File: src/rtl/debug_link_rx.sv
// debug_link_rx: captures words announced by toggles of an asynchronous link_clk into a show-ahead FIFO.
// Define DEBUG_LINK_RX_OVFCNT_EN to build ovf_cnt as a saturating lost-word counter (otherwise tied to 0).
module debug_link_rx #(
    parameter int WIDTH  = 13,
    parameter int DEPTH  = 16,
    parameter int SETTLE = 2
) (
    input  logic                   clk,
    input  logic                   rst,
    input  logic                   link_clk,
    input  logic [WIDTH-1:0]       link_data,
    output logic [WIDTH-1:0]       rd_data,
    output logic                   rd_valid,
    input  logic                   rd_ready,
    output logic [$clog2(DEPTH):0] level,
    output logic                   overflow,
    input  logic                   ovf_clr,
    output logic [7:0]             ovf_cnt
);
    localparam int AW = $clog2(DEPTH);
    localparam logic [AW:0] FULL_LEVEL = (AW+1)'(DEPTH);

    typedef enum logic [1:0] {IDLE, WAIT, SAMPLE} state_t;

    state_t           state;
    logic [7:0]       settle_cnt;
    logic             sync1, sync2, hist;
    logic [1:0]       mask_cnt;
    logic [WIDTH-1:0] mem [DEPTH];
    logic [AW-1:0]    wr_ptr, rd_ptr;
    logic             toggle, full, word_nz, do_push, do_pop;
    logic             drop_full, rate_viol, set_ovf;

    // The mask keeps a link_clk that is already high at reset release from looking like a word.
    always_ff @(posedge clk) begin
        if (rst) begin
            sync1    <= 1'b0;
            sync2    <= 1'b0;
            hist     <= 1'b0;
            mask_cnt <= 2'd3;
        end else begin
            sync1 <= link_clk;
            sync2 <= sync1;
            hist  <= sync2;
            if (mask_cnt != 2'd0)
                mask_cnt <= mask_cnt - 2'd1;
        end
    end

    assign toggle = (sync2 ^ hist) && (mask_cnt == 2'd0);

    always_ff @(posedge clk) begin
        if (rst) begin
            state      <= IDLE;
            settle_cnt <= '0;
        end else begin
            case (state)
                IDLE: begin
                    if (toggle) begin
                        settle_cnt <= 8'(SETTLE);
                        state      <= WAIT;
                    end
                end
                WAIT: begin
                    if (settle_cnt == 8'd0)
                        state <= SAMPLE;
                    else
                        settle_cnt <= settle_cnt - 8'd1;
                end
                SAMPLE:  state <= IDLE;
                default: state <= IDLE;
            endcase
        end
    end

    assign full      = (level == FULL_LEVEL);
    assign word_nz   = (link_data != '0);
    assign do_push   = (state == SAMPLE) && word_nz && !full;
    assign drop_full = (state == SAMPLE) && word_nz && full;
    assign rate_viol = toggle && (state != IDLE);
    assign set_ovf   = drop_full || rate_viol;
    assign rd_valid  = (level != '0);
    assign do_pop    = rd_valid && rd_ready;
    assign rd_data   = rd_valid ? mem[rd_ptr] : '0;

    always_ff @(posedge clk) begin
        if (!rst && do_push)
            mem[wr_ptr] <= link_data;
    end

    // Fullness is judged on the level at cycle start, so a same-cycle pop never frees room for a push.
    always_ff @(posedge clk) begin
        if (rst) begin
            wr_ptr <= '0;
            rd_ptr <= '0;
            level  <= '0;
        end else begin
            if (do_push)
                wr_ptr <= wr_ptr + AW'(1);
            if (do_pop)
                rd_ptr <= rd_ptr + AW'(1);
            if (do_push && !do_pop)
                level <= level + (AW+1)'(1);
            else if (!do_push && do_pop)
                level <= level - (AW+1)'(1);
        end
    end

    always_ff @(posedge clk) begin
        if (rst)
            overflow <= 1'b0;
        else if (set_ovf)
            overflow <= 1'b1;
        else if (ovf_clr)
            overflow <= 1'b0;
    end

`ifdef DEBUG_LINK_RX_OVFCNT_EN
    logic [7:0] cnt_q;
    logic [8:0] cnt_sum;

    assign cnt_sum = {1'b0, cnt_q} + {8'd0, drop_full} + {8'd0, rate_viol};

    always_ff @(posedge clk) begin
        if (rst)
            cnt_q <= '0;
        else if (set_ovf)
            cnt_q <= cnt_sum[8] ? 8'hFF : cnt_sum[7:0];
        else if (ovf_clr)
            cnt_q <= '0;
    end

    assign ovf_cnt = cnt_q;
`else
    assign ovf_cnt = '0;
`endif
endmodule

File: config.mk
export PLATFORM = sky130hd
export DESIGN_NAME = debug_link_rx
export DESIGN_NICKNAME = d
export VERILOG_FILES = /design/src/rtl/debug_link_rx.sv
export SDC_FILE = /design/constraint.sdc
export NUM_CORES = 1
export LEC_CHECK = 0
export BUFFER_PORTS_ARGS = -buffer_cell sky130_fd_sc_hd__buf_2
export CAP_MARGIN = 20
export CORE_MARGIN = 5
export CORE_UTILIZATION = 55
export DETAILED_ROUTE_END_ITERATION = 7
export HOLD_SLACK_MARGIN = 0.12
export PLACE_DENSITY = 0.73
export SLEW_MARGIN = 30
export SYNTH_ARGS = -nofsm -noshare
export SYNTH_HDL_FRONTEND = slang
export SYNTH_SLANG_ARGS = --single-unit
File: constraint.sdc
create_clock -name clk -period 7.8 [get_ports clk]
set_input_delay 0.78 -clock clk [delete_from_list [all_inputs] [get_ports clk]]
set_output_delay 0.78 -clock clk [all_outputs]
set_load 0.01 [all_outputs]
==> reports/qor.yml, run 1 <==
n_antenna_cell: 0
final_common_cell: "edfxtp_1"
synth_flop_cell: "edfxtp_1"
synth_edf_count: 208
port_buffers: 37
synthDistinctLibCells: 50
slowest_delay_ps: 480
path_clk_slew_ps: 50
hold_buffers: 0
place_ws_ps: 3770
wirelength_um: 19500
postSynthCellCount: 526
path_depth: 11
finalClockSkew_ps: 12.4
cts_tree: "done"
core_um2: 17300
ant_nets: 0
critPathBufInv: 2
vdd_drop_max_uv: 221
fp-row-count: 48
drt_pre_antenna_iters: 5
status: "complete, no violations"
synthArstFlopShare: 0
power_frac_clock: 0.354
initial_core_util: 0.561
internal_power_uw: 2460
setup_viol: 0
finalWeightedCongestion: 0.837
vias: 4990
crit_top_cell: "ha_1"
avgViaCountPerCell: 6.15
ios: 46
crit_chain: "buf_2 -> nor4_1 -> nand4_1 -> and2_1 -> ha_1 -> inv_1 -> ha_1 -> a21o_1 -> a21oi_1 -> mux2i_1 -> mux2_2"
tightest_slew_ps: 1040
seqPwrFrac: 0.448
timing.fmax_ghz: 0.279
power_density_nw_per_um2: 304
rsz0062_at_grt: "no"
cts_sinks: 241
fin_tns_setup_ps: 0
netlist_area_um2: 9700
cts_root_buf: "clkbuf_16"
final.setup.worst_slack_ps: 4220
crit_family: "simple AND/OR/NAND/NOR gates"
whs_path_depth: 1
grt.total_usage: 0.194
switching_share: 0.257
fin_crit_ps: 3580
cts_resized: 0
synth_seq_cells: 241
finalNetCount: 599
clock_path_buffers: 3
maxCapViolCount: 0
ctsHtreeMaxLevel: 1
cpMaxStageDelayCell: "nor4_1"
critPathLaunchType: "input port"
slew_headroom: 0.308
worstPathMaxFanout: 19
layout.cells.most_common_list: "208 x edfxtp_1, 52 x mux4_2, 37 x buf_2, 33 x mux2i_1, 30 x dfxtp_1"
drc: 0
clk-insertion-delay-late_ps: 520
grt_max_degree: 53
syn_area_per_cell_um2: 18.4
post_drt_wl_per_cell_um: 24.1
cts_buffers: 25
overflow: 0
syn_to_final_growth_pct: 12.2
final-hold-violation-count: 0
grt_first_pass_wirelength_um: 29700
p_leak_uw: 0.00358
min_path_type: "flop to flop"
synth_seq_area_share: 0.712
drive_gt1_frac: 0.244
comb_power_share: 0.198
grt_antenna_before_repair: 0
cp-end-kind: "flop"
post-dp-hpwl_um: 11400
drv_slew: 0
drtIter0Drc: 657
first_global_vias: 5062
die_area_um2: 20400
critPathArrivalTime_ps: 3980
critPathKind: "input port to flop"
synth_warnings: 0
critPathRequiredTime_ps: 8200
period_share: 0.460
r2r_cells: 10
post_cts_buffers: 0
p_sw_uw: 848
die_y_um: 143
die_w_um: 143
[power groups by stage]
stage | combinational [uW] | clock, uW | sequential, uW
global route | 711 | 1250 | 1490
detailed placement | 661 | 0 | 1510
global placement | 607 | 0 | 1540
floorplan | 483 | 0 | 1470
CTS | 665 | 1190 | 1480
finish | 654 | 1170 | 1480
[metal layers]
layer  GRT usage  part of all wire
met1       0.276              0.42
met2       0.313              0.48
met3      0.0288             0.064
met4      0.0655             0.034
met5           0                 0
[worst paths after layout]
| path | startpoint | end | slack, ps |
|---|---|---|---|
| hold reg to reg | sync1 | sync2 | 450 |
| setup reg to reg | level[0] | level[4] | 4300 |
| setup / recovery | link_data[7] | level[4] | 4220 |
| hold / removal | sync1 | sync2 | 450 |
[logic make-up after synthesis]
| family | Yosys count | share of synthesized area |
|---|---|---|
| flops | 241 | 0.712 |
| mux | 87 | 0.157 |
| simple gates | 86 | 0.0488 |
| compound gates | 47 | 0.0359 |
| buf+inv | 44 | 0.0219 |
| fa+ha+maj | 13 | 0.0175 |
| xor+xnor | 7 | 0.00632 |
| other cells | 1 | 0.000387 |
[through the flow]
step / cell area [um2] / hold WS [ps] / std cells / utilization / power (uW)
floorplan: 9730 / 414 / 533 / - / 1960
global placement: 10000 / 439 / 765 / 0.581 / 2150
detailed placement: 10100 / 447 / 766 / 0.582 / 2170
CTS: 10900 / 457 / 811 / 0.629 / 3340
global route: 10900 / 465 / 811 / 0.629 / 3450
finish: 10900 / 454 / 811 / 0.629 / 3310
[worst reg2reg max path, delay by kind of cell (launching register included)]
kind	cells	cell delay, ps
AO/OA/AOI/OAI	3	830
adder cells (fa/ha/maj)	2	700
buffers and inverters	1	120
flip-flops	1	470
multiplexers	2	550
AND/OR/NAND/NOR	2	720
[layout make-up]
class / instances / area (um2)
inverters: 13 / 48.8
clock inverters: 13 / 161
repair buffers: 39 / 213
flip-flops and latches: 241 / 6920
well taps: 225 / 282
fillers: 1215 / 6410
multi-input cells: 248 / 2610
clock buffers: 32 / 652
[sequential cells by signal, summed over array words and instances (netlist names), named ones only]
signal / count
hist: 1
settle_cnt: 8
state: 2
overflow: 1
sync2: 1
mem: 208
level: 5
rd_ptr: 4
wr_ptr: 4
sync1: 1
mask_cnt: 2
[cells in the mapped netlist (2+ instances only)]
cell	n	share of area
a21o_1	3	0.0023
a21oi_1	11	0.0057
a31o_2	2	0.0018
and2_1	2	0.0013
and3_1	16	0.010
buf_1	3	0.0012
buf_2	8	0.0041
buf_4	8	0.0062
clkbuf_1	11	0.0043
dfxtp_1	33	0.068
edfxtp_1	208	0.64
ha_1	12	0.015
inv_1	13	0.0050
mux2_2	2	0.0023
mux2i_1	33	0.034
mux4_2	52	0.12
nand2_1	14	0.0054
nand2b_1	7	0.0045
nand3_1	5	0.0026
nand4_1	5	0.0032
nor2_1	13	0.0050
nor2b_1	4	0.0026
nor3_1	9	0.0046
nor4_1	4	0.0026
o2111ai_1	2	0.0018
o211ai_1	2	0.0015
o21a_1	3	0.0023
o22ai_1	13	0.0084
or4_4	2	0.0023
xor2_1	6	0.0054
(Power assumes the default switching activity.)
==> run 2: changes to the inputs <==
--- a/config.mk
+++ b/config.mk
@@ -5,13 +5,14 @@
 export SDC_FILE = /design/constraint.sdc
 export NUM_CORES = 1
 export LEC_CHECK = 0
+export ABC_AREA = 1
 export BUFFER_PORTS_ARGS = -buffer_cell sky130_fd_sc_hd__buf_2
 export CAP_MARGIN = 20
 export CORE_MARGIN = 5
 export CORE_UTILIZATION = 55
 export DETAILED_ROUTE_END_ITERATION = 7
 export HOLD_SLACK_MARGIN = 0.12
-export PLACE_DENSITY = 0.73
+export PLACE_DENSITY = 0.75
 export SLEW_MARGIN = 30
 export SYNTH_ARGS = -nofsm -noshare
 export SYNTH_HDL_FRONTEND = slang
==> constraint.sdc (replaced) <==
create_clock -name clk -period 3.15 [get_ports clk]
set_input_delay 0.315 -clock clk [delete_from_list [all_inputs] [get_ports clk]]
set_output_delay 0.315 -clock clk [all_outputs]
set_load 0.01 [all_outputs]
==> run 2 against run 1 <==
Non-clock buffer count grew 35. Sequential power grew 150%. Die area grew 6.0%. Global-route usage grew 3.1 points. Clock-buffer cell count shrank 6. Clock power grew to 2.6 times the previous value. Clock skew shrank 1.7 ps. Critical path type is now flop to output port. Largest cell class unchanged. Highest routed layer unchanged.
==> reports/qor.yml, run 2 <==
yosys.area.top_type: "edfxtp_1"
ctsHtreeMaxLevel: 1
synth_seq_area_share: 0.669
drv_slew: 0
layout.cells.most_common_list: "309 x nand2_1, 208 x edfxtp_1, 174 x nand3_1, 41 x inv_1, 38 x nor2_1"
p_leak_uw: 0.00447
port_buffers: 37
initial_core_util: 0.556
finalWeightedCongestion: 0.815
cpMaxStageDelayCell: "dfxtp_4"
overflow: 0
synth_flop_cell: "edfxtp_1"
yosysTopAreaCellShare: 0.605
synthAdderAreaFrac: 0.0165
critPathKind: "flop to output port"
reg_top3: "mem x208, settle_cnt x8, level x5"
slowest_delay_ps: 600
final_common_cell: "nand2_1"
final.setup.worst_slack_ps: 220
reg2reg_to: "level[4]"
cts_root_buf: "clkbuf_16"
synth-xor-area-share: 0.00594
maxCapViolCount: 0
die_w_um: 147
worstPathMaxFanout: 36
grt.total_usage: 0.226
synth-simple-area-share: 0.233
critPathLaunchType: "flop"
path_clk_slew_ps: 60
clock_path_buffers: 3
hold_ws_ps: 190
status: "complete, no violations"
synth.area.top_cells: "edfxtp_1 60%, nand2_1 11%, nand3_1 8.4%"
core_um2: 18600
grt_max_degree: 53
cts_tree: "done"
crit_family: "buffers and inverters"
ios: 46
fp-row-count: 50
critPathBufInv: 2
grt_first_pass_wirelength_um: 38300
synth_top_family_by_area: "simple AND/OR/NAND/NOR gates"
rsz0062_at_grt: "no"
drive_gt1_frac: 0.140
synth_compound_area_frac: 0.0219
min_path_type: "input port to flop"
holdPathEnd: "mem[4][6]"
hold_buffers: 1
synthArstFlopShare: 0
synth_edf_count: 208
vdd_drop_max_uv: 546
muxShareOfSynthArea: 0
placed_area_um2: 10800
syn_area_per_cell_um2: 10.7
crit_chain: "buf_4 -> nand2_1 -> nand3_1 -> nand3_1 -> nand2_1 -> nand2_1 -> a21oi_1 -> buf_2"
finalClockSkew_ps: 10.7
synth_commonest_cells: "309 x nand2_1, 208 x edfxtp_1, 174 x nand3_1, 41 x inv_1, 38 x nor2_1"
largest_reg_flops: 208
place_ws_ps: 511
fin_tns_setup_ps: 0
avgViaCountPerCell: 5.67
tightest_slew_ps: 905
cts_sinks: 241
cp-end-kind: "output port"
timing.rr.start: "level[0]"
post_cts_buffers: 0
final_cell_count_no_fill: 1267
slew_headroom: 0.396
regToRegSetupSlack_ps: 750
finalNetCount: 1047
period_share: 0.930
final-hold-violation-count: 0
wirelength_um: 24200
timing.fmax_ghz: 0.341
postSynthCellCount: 965
clk-insertion-delay-late_ps: 520
die_y_um: 147
cts_resized: 0
ant_nets: 0
synth_seq_cells: 241
crit_top_cell: "nand2_1"
vias: 7185
post-dp-hpwl_um: 14600
placed_cells: 1222
cts_buffers: 25
drt_pre_antenna_iters: 5
fin_crit_ps: 2930
finalInstanceArea_um2: 11700
top_register: "mem"
n_antenna_cell: 0
whs_path_depth: 1
critPathRequiredTime_ps: 2830
drtIter0Drc: 617
netlist_area_um2: 10300
grt_antenna_before_repair: 0
synth_warnings: 0
drc: 0
synthDistinctLibCells: 34
setup_viol: 0
r2r_cells: 14
post_drt_wl_per_cell_um: 19.1
syn_to_final_growth_pct: 13.3
die_area_um2: 21600
power_density_nw_per_um2: 761
critPathArrivalTime_ps: 2620
min_from: "link_data[6]"
yosysMostFrequentCell: "nand2_1"
first_global_vias: 6990
[run 2: changes by cell type after synthesis, sizes merged, moves of 16 or more]
cell   change
nand3    +170
inv       +32
and3      -16
a21oi     +23
nand2    +296
mux2i     -33
buf       +23
nor2      +31
mux4      -52
[run 2: power breakdown]
group	leakage (uW)	total [uW]	internal [uW]	switching [uW]
sequential	0.00214	3640	3530	117
clock	0.000422	3060	1870	1190
combinational	0.00191	2200	691	1510
total	0.00447	8900	6080	2820
[run 2: layer usage]
metal  wire length, um  track usage  part of all wire  up-vias
li1                  -            -                 -     3394
met1              9330        0.297              0.39     3404
met2             12000        0.387              0.50      337
met3              2280       0.0392             0.095       50
met4               558       0.0676             0.023        0
met5                 0            0                 0        -
[run 2: worst register-to-register path: cells and delay by family, from the launching register on]
kind	cells	cell delay [ps]
AND/OR/NAND/NOR	8	840
adder cells (fa/ha/maj)	2	620
flip-flops	1	460
buffers and inverters	2	220
AO/OA/AOI/OAI	2	190
[run 2: layout make-up]
class,count,area [um2]
Clock buffer,26,629
Clock inverter,18,233
Fill cell,1427,6880
Inverter,46,179
Multi-Input combinational cell,628,2970
Sequential cell,241,6910
Tap cell,234,293
Timing Repair Buffer,74,478
[run 2: logic make-up after synthesis]
group | count (synthesis)
XOR/XNOR | 7
flip-flops | 241
AND/OR/NAND/NOR | 556
buffers and inverters | 103
AO/OA/AOI/OAI | 44
adder cells (fa/ha/maj) | 13
other | 1
[run 2: stage by stage]
step | util | total power, uW
4_1_cts | 0.629 | 8920
5_1_grt | 0.629 | 9380
3_5_place_dp | 0.583 | 5890
3_3_place_gp | 0.582 | 5850
6_report | 0.629 | 8900
2_1_floorplan | - | 5260
[run 2: worst max path at each step]
stage | startpoint | to | depth (start not counted)
after floorplan | level[0] | mem[11][0] | 5
after global placement | link_data[1] | level[3] | 15
after CTS | flop | rd_data[0] | 8
final | flop | rd_data[0] | 8
after global routing | flop | rd_data[3] | 8
after detailed placement | link_data[1] | level[3] | 15
